===== config.mk =====
export PLATFORM = sky130hd
export DESIGN_NAME = fetch_stage
export DESIGN_NICKNAME = d
export VERILOG_FILES = /design/src/rtl/fetch_stage.sv
export SDC_FILE = /design/constraint.sdc
export NUM_CORES = 1
export LEC_CHECK = 0
export ABC_CLOCK_PERIOD_IN_PS = 6900
export BUFFER_PORTS_ARGS = -buffer_cell sky130_fd_sc_hd__buf_2
export CAP_MARGIN = 40
export CORE_MARGIN = 1
export CORE_UTILIZATION = 60
export DETAILED_ROUTE_END_ITERATION = 16
export PLACE_DENSITY = 0.92
export SYNTH_ARGS = -nofsm -noshare
export SYNTH_HDL_FRONTEND = slang
export SYNTH_SLANG_ARGS = --single-unit
export TNS_END_PERCENT = 100

===== constraint.sdc =====
create_clock -name clk -period 6.9 [get_ports clk]
set_input_delay 0.345 -clock clk [delete_from_list [all_inputs] [get_ports clk]]
set_output_delay 0.345 -clock clk [all_outputs]
set_load 0.1 [all_outputs]

===== src/rtl/fetch_stage.sv =====
// Instruction fetch stage: PC generation, credit-limited imem requests, in-order response
// buffering, and a valid/ready handoff to decode with redirect flush and stale-response drop.
module fetch_stage #(
  parameter logic [31:0] RESET_PC = 32'h0000_0000,
  parameter int unsigned DEPTH    = 2
) (
  input  logic        clk,
  input  logic        rst_n,
  output logic        imem_req_valid,
  input  logic        imem_req_ready,
  output logic [31:0] imem_req_addr,
  input  logic        imem_resp_valid,
  input  logic [31:0] imem_resp_data,
  input  logic        redirect_valid,
  input  logic [31:0] redirect_pc,
  output logic        dec_valid,
  input  logic        dec_ready,
  output logic [31:0] dec_instr,
  output logic [31:0] dec_pc
);

  localparam int unsigned   AW     = $clog2(DEPTH);
  localparam int unsigned   CW     = AW + 1;
  localparam logic [CW-1:0] DepthC = CW'(DEPTH);
  localparam logic [31:0]   Nop    = 32'h0000_0013;

  logic          started_q;
  logic [31:0]   pc_q, pc_d;
  logic [CW-1:0] inflight_q, inflight_d;
  logic [CW-1:0] drop_q, drop_d;
  logic [CW-1:0] count_q, count_d;
  logic [AW-1:0] rd_ptr_q, rd_ptr_d, wr_ptr_q, wr_ptr_d;
  logic [AW-1:0] tag_rd_q, tag_rd_d, tag_wr_q, tag_wr_d;
  logic [31:0]   instr_q [DEPTH];
  logic [31:0]   ipc_q   [DEPTH];
  logic [31:0]   tag_q   [DEPTH];

  logic credit_ok, req_fire, resp_drop, fifo_push, fifo_pop;

  always_comb begin
    // Credits cover both in-flight requests and buffered words, so the FIFO can never overflow.
    credit_ok      = ({1'b0, inflight_q} + {1'b0, count_q}) < {1'b0, DepthC};
    imem_req_valid = started_q && !redirect_valid && credit_ok;
    imem_req_addr  = pc_q & ~32'h3;
    req_fire       = imem_req_valid && imem_req_ready;
    resp_drop      = imem_resp_valid && (drop_q != '0);
    fifo_push      = imem_resp_valid && !resp_drop && !redirect_valid;
    dec_valid      = (count_q != '0);
    fifo_pop       = dec_valid && dec_ready && !redirect_valid;
    dec_instr      = dec_valid ? instr_q[rd_ptr_q] : Nop;
    dec_pc         = dec_valid ? ipc_q[rd_ptr_q] : '0;
  end

  always_comb begin
    inflight_d = inflight_q + CW'(req_fire) - CW'(imem_resp_valid);
    pc_d       = req_fire ? (pc_q + 32'd4) : pc_q;
    drop_d     = resp_drop ? (drop_q - CW'(1)) : drop_q;
    count_d    = count_q + CW'(fifo_push) - CW'(fifo_pop);
    rd_ptr_d   = rd_ptr_q + AW'(fifo_pop);
    wr_ptr_d   = wr_ptr_q + AW'(fifo_push);
    tag_wr_d   = tag_wr_q + AW'(req_fire);
    tag_rd_d   = tag_rd_q + AW'(imem_resp_valid);
    if (redirect_valid) begin
      pc_d     = redirect_pc & ~32'h3;
      // Everything still in flight after this cycle belongs to the old path.
      drop_d   = inflight_d;
      count_d  = '0;
      rd_ptr_d = '0;
      wr_ptr_d = '0;
    end
  end

  always_ff @(posedge clk or negedge rst_n) begin
    if (!rst_n) begin
      started_q  <= 1'b0;
      pc_q       <= RESET_PC;
      inflight_q <= '0;
      drop_q     <= '0;
      count_q    <= '0;
      rd_ptr_q   <= '0;
      wr_ptr_q   <= '0;
      tag_rd_q   <= '0;
      tag_wr_q   <= '0;
      instr_q    <= '{default: Nop};
      ipc_q      <= '{default: '0};
      tag_q      <= '{default: '0};
    end else begin
      started_q  <= 1'b1;
      pc_q       <= pc_d;
      inflight_q <= inflight_d;
      drop_q     <= drop_d;
      count_q    <= count_d;
      rd_ptr_q   <= rd_ptr_d;
      wr_ptr_q   <= wr_ptr_d;
      tag_rd_q   <= tag_rd_d;
      tag_wr_q   <= tag_wr_d;
      if (req_fire) tag_q[tag_wr_q] <= imem_req_addr;
      if (fifo_push) begin
        instr_q[wr_ptr_q] <= imem_resp_data;
        ipc_q[wr_ptr_q]   <= tag_q[tag_rd_q];
      end
    end
  end

  a_no_push_full: assert property (@(posedge clk) disable iff (!rst_n)
    fifo_push |-> (count_q != DepthC));
  a_resp_has_tag: assert property (@(posedge clk) disable iff (!rst_n)
    imem_resp_valid |-> (inflight_q != '0));

endmodule


==> results.sh, run 1 <==
export IMPL_pwr_share_comb_pct=41.3
export IMPL_drt_wl_total_um=24210
export IMPL_hpwl_um=15480
export IMPL_r2r_start="count_q[0]"
export IMPL_initial_core_util_pct=62.33
export IMPL_die_h_um=134.2
export IMPL_slowest_delay_ns=0.59
export IMPL_finalHoldViolations=0
export IMPL_antenna_found_initial=0
export IMPL_fin_nets=1126
export IMPL_clk_path_buf_depth=3
export IMPL_topRoutingLayerUsed="met4"
export IMPL_hp_class="in -> reg"
export IMPL_cap_violations=0
export IMPL_final_setup_skew_ns=0.01276
export IMPL_slew_headroom_pct=44.58
export IMPL_r2r_end="tag_q[27]"
export IMPL_tightest_slew_ns=0.8313
export IMPL_leakage_nw=5.588
export IMPL_post_cts_resized=0
export IMPL_num_vias=7666
export IMPL_synth_cell_types=51
export IMPL_clock_sinks=225
export IMPL_drive_gt1_share_pct=33.08
export IMPL_peakVddDrop_uv=324.3
export IMPL_grt_setup_unrepaired="no"
export IMPL_crit_buf_inv=1
export IMPL_syn_mean_instance_area_sq_um=11.52
export IMPL_seqPwrFrac_pct=38.3
export IMPL_p_clk_share_pct=20.4
export IMPL_row_count=47
export IMPL_synth_top_cell_area_share_pct=52.28
export IMPL_cts_clk_slew_worst_paths_ns=0.06
export IMPL_r2r_cells=8
export IMPL_dr_pass1_iters=5
export IMPL_powerDensity_nw_per_um2=479.3
export IMPL_cts_root_buf="clkbuf_16"
export IMPL_rrSetupSlack_ns=3.87
export IMPL_grtUsageTotal_pct=27.73
export IMPL_crit_chain="and2_1 -> fa_1 -> nor4b_1 -> buf_2"
export IMPL_cp_end_kind="primary output"
export IMPL_dp_cells=1239
export IMPL_synth_seq_cells=225
export IMPL_syn_inst=910
export IMPL_wl_met3_um=1613
export IMPL_htree_num_levels=1
export IMPL_final_max_slew_viol_count=0
export IMPL_critPathArrivalTime_ns=2.71
export IMPL_cts_made_buffers=23
export IMPL_port_buffers=161
export IMPL_grt_pass1_vias=7737
export IMPL_antenna_left=0
export IMPL_cts_tree="yes"
export IMPL_status="completed"
export IMPL_setup_violations=0
export IMPL_insertion_delay_ns=0.51
export IMPL_crit_path_start="count_q[0]"
export IMPL_routedWlPerCell_um=18.95
export IMPL_fin_crit_ns=3.056
export IMPL_postCtsSetupBuffers=0
export IMPL_fp_dieW_um=134.2
export IMPL_switching_share_pct=42.94
export IMPL_coreArea_sq_um=16820
export IMPL_grt_max_degree=114
export IMPL_internal_power_w=0.003323
export IMPL_viasPerCell=5.998
export IMPL_grt_pass1_wl_um=39260
export IMPL_synth_edf_count=0
export IMPL_diodes=0
export IMPL_ys_warn_count=0
export IMPL_crit_cells=4
export IMPL_ys_flop_type="dfrtp_1"
export IMPL_routed_wl_met2_um=12050
export IMPL_crit_type="reg -> out"
export IMPL_drt_met1_wl_um=9894
export IMPL_p_switching_w=0.002501
export IMPL_crit_required_ns=6.55
export IMPL_cp_top_family="simple AND/OR/NAND/NOR gates"
export IMPL_synth_area_leader_cell="dfrtp_1"
export IMPL_layout_cells_non_filler=1278
export IMPL_cp_slowest_cell="nor4b_1"
export IMPL_syn_area_sq_um=10480
export IMPL_start_kind="flop"
export IMPL_fin_crit_sh_pct=44.29
export IMPL_drc=0
export IMPL_pin_count=168
export IMPL_synth_seq_area_share_pct=53.78
export IMPL_path_max_fanout=3
export IMPL_max_freq_ghz=0.3272
export IMPL_drt_initial_drc_count=531
export IMPL_syn_to_final_growth_pct=15.91
export IMPL_gp_congestion=0.8142
export IMPL_cp_endpoint="imem_req_valid"
export IMPL_tns_ns=0
export IMPL_synthArstFlopShare_pct=100.0
export IMPL_dieArea_sq_um=18000
export IMPL_yosys_top_cells_area="dfrtp_1, mux2_2, mux2i_1, nor2_1, a21oi_1"
export IMPL_grt_ovfl_total=0
## how the worst min path moves through the flow
stage	from	endpoint	slack, ns	cells past startpoint
final	redirect_pc[19]	pc_q[19]	0.05	3
after floorplan	rst_n	count_q[0]	0.05	0
after CTS	redirect_pc[23]	pc_q[23]	0.04	3
after detailed placement	rst_n	instr_q[41]	0.47	1
after global routing	redirect_pc[23]	pc_q[23]	0.05	3
after global placement	rst_n	instr_q[9]	0.46	1
## repair_timing
item | CTS | global route
hold buffers | 1 | 0
hold endpoints to repair | 105 | 0
setup endpoints to repair | 0 | 0
## worst min-delay path: cells and delay by family
| family | cells | cell delay [ns] |
|---|---|---|
| AND/OR/NAND/NOR | 2 | 0.10 |
| buffers and inverters | 1 | 0.08 |
## per-layer routing
| layer | track usage (%) | vias up |
|---|---|---|
| met3 | 3.704 | 55 |
| met5 | 0 | - |
| li1 | - | 3450 |
| met2 | 46.55 | 348 |
| met4 | 9.738 | 0 |
| met1 | 37.23 | 3813 |
## power groups by stage
stage | registers, W | clock network [W] | logic (W)
2_1_floorplan | 0.00222 | 0 | 0.00189
3_3_place_gp | 0.00224 | 0 | 0.00225
3_5_place_dp | 0.00224 | 0 | 0.00239
4_1_cts | 0.00222 | 0.00120 | 0.00242
5_1_grt | 0.00229 | 0.00126 | 0.00256
6_report | 0.00223 | 0.00119 | 0.00241
## metrics by stage
step / power, W / worst slack, ns / instance area, sq um / util, % / hold slack, ns
floorplan: 0.004110 / 1.167 / 10490 / - / 0.04941
global placement: 0.004488 / 3.558 / 11370 / 67.61 / 0.4626
detailed placement: 0.004627 / 3.512 / 11420 / 67.89 / 0.4746
CTS: 0.005846 / 3.857 / 12150 / 72.24 / 0.03966
global route: 0.006107 / 3.622 / 12150 / 72.24 / 0.05338
finish: 0.005824 / 3.844 / 12150 / 72.24 / 0.05079
## flip-flops by register name, summed over array words and instances (netlist names)
name,flops
count_q,2
instr_q,64
tag_q,60
tag_wr_q,1
wr_ptr_q,1
started_q,1
drop_q,2
inflight_q,2
ipc_q,60
tag_rd_q,1
rd_ptr_q,1
pc_q,30
## logic make-up after synthesis
| logic type | synth area share, % |
|---|---|
| mux | 22.20 |
| other cells | 0.07164 |
| simple gates | 11.71 |
| fa+ha+maj | 1.385 |
| compound gates | 5.992 |
| flops | 53.78 |
| buf+inv | 3.438 |
| xor+xnor | 1.420 |
## cell usage in the layout, fill, tap and decap left out, drive strengths merged, types with 2 or more instances in the layout
cell type,n
nand4,13
nor2b,3
mux2,124
or3,4
or2,3
dfstp,6
a211o,2
a21oi,63
or4,11
nand2,37
o21ai,15
nor2,134
o311ai,3
dfrtp,219
conb,5
clkbuf,32
o311a,2
clkinv,3
o31ai,5
and2,3
and3,7
nand3,18
nor4,5
and4,3
xnor2,10
o211ai,6
inv,15
a31oi,5
nand2b,2
nor3,6
buf,171
ha,10
mux2i,93
xor2,7
## layout make-up
class / instances / area [sq um]
Inverter: 13 / 48.80
Multi-Input combinational cell: 610 / 4528
Clock buffer: 32 / 659.4
Sequential cell: 225 / 5643
Timing Repair Buffer: 172 / 933.4
Fill cell: 1111 / 4668
Clock inverter: 6 / 62.56
Tap cell: 220 / 275.3
## cells in the mapped netlist (3+ instances only)
cell type / instances
o211ai_1: 6
o311ai_0: 3
buf_1: 9
xor2_1: 7
and3_1: 6
or3_1: 4
o21ai_0: 15
nand2_1: 37
inv_1: 13
o31ai_1: 5
dfstp_2: 6
nor3_1: 6
nand4_1: 11
or4_1: 11
dfrtp_1: 219
xnor2_1: 10
buf_4: 7
clkbuf_1: 36
ha_1: 10
buf_6: 4
or2_2: 3
mux2_2: 124
nor2b_1: 3
nand3_1: 16
nor2_1: 134
nor4_1: 5
mux2i_1: 93
buf_2: 9
and2_1: 3
a21oi_1: 63
a31oi_1: 5
Power figures use the tool's default switching activity.
==> inputs of run 2 (changes only) <==
ABC_CLOCK_PERIOD_IN_PS = 2780   (was 6900)
CORE_UTILIZATION = 51   (was 60)
PLACE_DENSITY = 0.84   (was 0.92)
clock period = 2.78 ns   (was 6.9 ns; I/O delays follow)
==> run 2 against run 1 <==
Effect of this change:
- sequential cell count unchanged
- die area up 17%
- cell count up 11%
- clock power rose to 2.8 times the previous value
- core utilization down 5.9 points
- critical endpoint is now tag_q[7]
- highest routed layer unchanged
==> results.sh, run 2 (synthesis results as in run 1) <==
export IMPL_grt_pass1_wl_um=42400
export IMPL_final_setup_skew_ns=0.01385
export IMPL_setup_violations=0
export IMPL_critPathArrivalTime_ns=3.04
export IMPL_coreArea_sq_um=20170
export IMPL_largest_reg_flops=64
export IMPL_holdWs_ns=0.03272
export IMPL_leakage_nw=6.147
export IMPL_crit_type="reg -> reg"
export IMPL_gp_congestion=0.8390
export IMPL_powerDensity_nw_per_um2=1146
export IMPL_initial_core_util_pct=51.97
export IMPL_grt_setup_unrepaired="no"
export IMPL_grt_pass1_vias=7902
export IMPL_port_buffers=161
export IMPL_max_freq_ghz=0.3758
export IMPL_insertion_delay_ns=0.50
export IMPL_die_h_um=145.4
export IMPL_drive_gt1_share_pct=32.90
export IMPL_nFillCells=1440
export IMPL_ff_latch_area_sq_um=5642
export IMPL_drt_wl_total_um=25660
export IMPL_fin_crit_sh_pct=95.73
export IMPL_path_max_fanout=30
export IMPL_fp_dieW_um=145.4
export IMPL_final_max_slew_viol_count=0
export IMPL_drc=0
export IMPL_syn_to_final_growth_pct=27.61
export IMPL_rrSetupSlack_ns=0.12
export IMPL_crit_buf_inv=2
export IMPL_diodes=0
export IMPL_cts_clk_slew_worst_paths_ns=0.06
export IMPL_dr_pass1_iters=5
export IMPL_fin_nets=1206
export IMPL_top_register="instr_q"
export IMPL_antenna_left=0
export IMPL_antenna_found_initial=0
export IMPL_cap_violations=0
export IMPL_slowest_delay_ns=0.53
export IMPL_cp_slowest_cell="fa_1"
export IMPL_postCtsSetupBuffers=0
export IMPL_crit_required_ns=3.16
export IMPL_pin_count=168
export IMPL_tightest_slew_ns=0.6574
export IMPL_cts_made_buffers=24
export IMPL_row_count=52
export IMPL_grt_max_degree=85
export IMPL_num_vias=7798
export IMPL_routedWlPerCell_um=18.16
export IMPL_clock_sinks=225
export IMPL_drt_initial_drc_count=567
export IMPL_cts_root_buf="clkbuf_16"
export IMPL_total_power_w=0.01533
export IMPL_hp_class="in -> reg"
export IMPL_stdcell_area_sq_um=13380
export IMPL_slew_headroom_pct=56.17
export IMPL_final_cell_mix="dfrtp_1, buf_2, nor2_1"
export IMPL_crit_chain="and2_1 -> fa_1 -> nor4b_4 -> nand2_1 -> inv_1 -> ha_2 -> buf_12 -> mux2_2"
export IMPL_cp_top_family="adder cells"
export IMPL_hpwl_um=15690
export IMPL_dieArea_sq_um=21130
export IMPL_grtUsageTotal_pct=24.67
export IMPL_viasPerCell=5.519
export IMPL_cp_end_kind="flop"
export IMPL_fin_crit_ns=2.661
export IMPL_grt_ovfl_total=0
export IMPL_finalHoldViolations=0
export IMPL_top_regs="instr_q: 64 flops, ipc_q: 60 flops, tag_q: 60 flops"
export IMPL_postPlaceCellArea_sq_um=11880
export IMPL_htree_num_levels=1
export IMPL_final_common_cell="dfrtp_1"
export IMPL_peakVddDrop_uv=461.2
export IMPL_clk_path_buf_depth=3
export IMPL_start_kind="flop"
export IMPL_multi_input_area_sq_um=4776
export IMPL_cts_tree="yes"
export IMPL_status="completed"
==> run 2: cell count changes in the layout (fill, tap and decap cells not counted), sizes merged <==
cell / delta
clkinv: +1
clkinvlp: +3
dlygate4sd3: +65
bufinv: +1
buf: +14
inv: -1
clkbuf: +2
==> run 2: final timing paths <==
check | startpoint | endpoint | cells past startpoint
max | count_q[0] | tag_q[7] | 8
min | redirect_valid | pc_q[7] | 3
max reg2reg | count_q[0] | tag_q[7] | 8
min reg2reg | tag_rd_q | tag_rd_q | 1
max in group asynchronous | rst_n | instr_q[33] | 3
min in group asynchronous | rst_n | ipc_q[22] | 2
==> run 2: area by class of cell <==
cell class,instances,share of cell area (%)
flip-flops and latches,225,42.18
multi-input cells,610,35.70
repair buffers,251,12.95
clock buffers,34,5.453
well taps,270,2.525
clock inverters,10,0.8325
inverters,13,0.3648
==> run 2: power by group <==
group          internal (W)  leakage, nW  switching (W)  total [W]
clock               0.00202        0.410        0.00128    0.00330
combinational       0.00223         2.97        0.00427    0.00650
sequential          0.00462         2.76       0.000910    0.00553
total               0.00887         6.15        0.00646     0.0153
==> run 2: timing repair <==
action | in CTS | in global routing
resized for setup | 0 | 0
endpoints found under the setup margin | 0 | 0
hold buffers | 66 | 0
hold endpoints to repair | 176 | 0
==> run 2: worst reg2reg max path, stage by stage (launching register included) <==
cell     delay [ns]
dfrtp_1        0.43
and2_1         0.17
fa_1           0.53
nor4b_4        0.36
nand2_1        0.12
inv_1          0.11
ha_2           0.20
buf_12         0.24
mux2_2         0.38
==> run 2: layer usage <==
metal	vias to the layer above	routed length, um	global-route usage (%)
li1	3618	-	-
met3	32	1411	3.354
met4	0	334	5.368
met5	-	0	0
met2	299	12640	41.56
met1	3849	11270	34.23
==> run 2: through the flow <==
step	setup slack [ns]	cells	util [%]	setup TNS (ns)
2_1_floorplan	-0.5972	913	-	-35.03
3_3_place_gp	0.2206	1303	58.88	0
3_5_place_dp	0.1729	1303	58.88	0
4_1_cts	0.1445	1413	66.32	0
5_1_grt	0.007808	1413	66.32	0
6_report	0.1187	1413	66.32	0
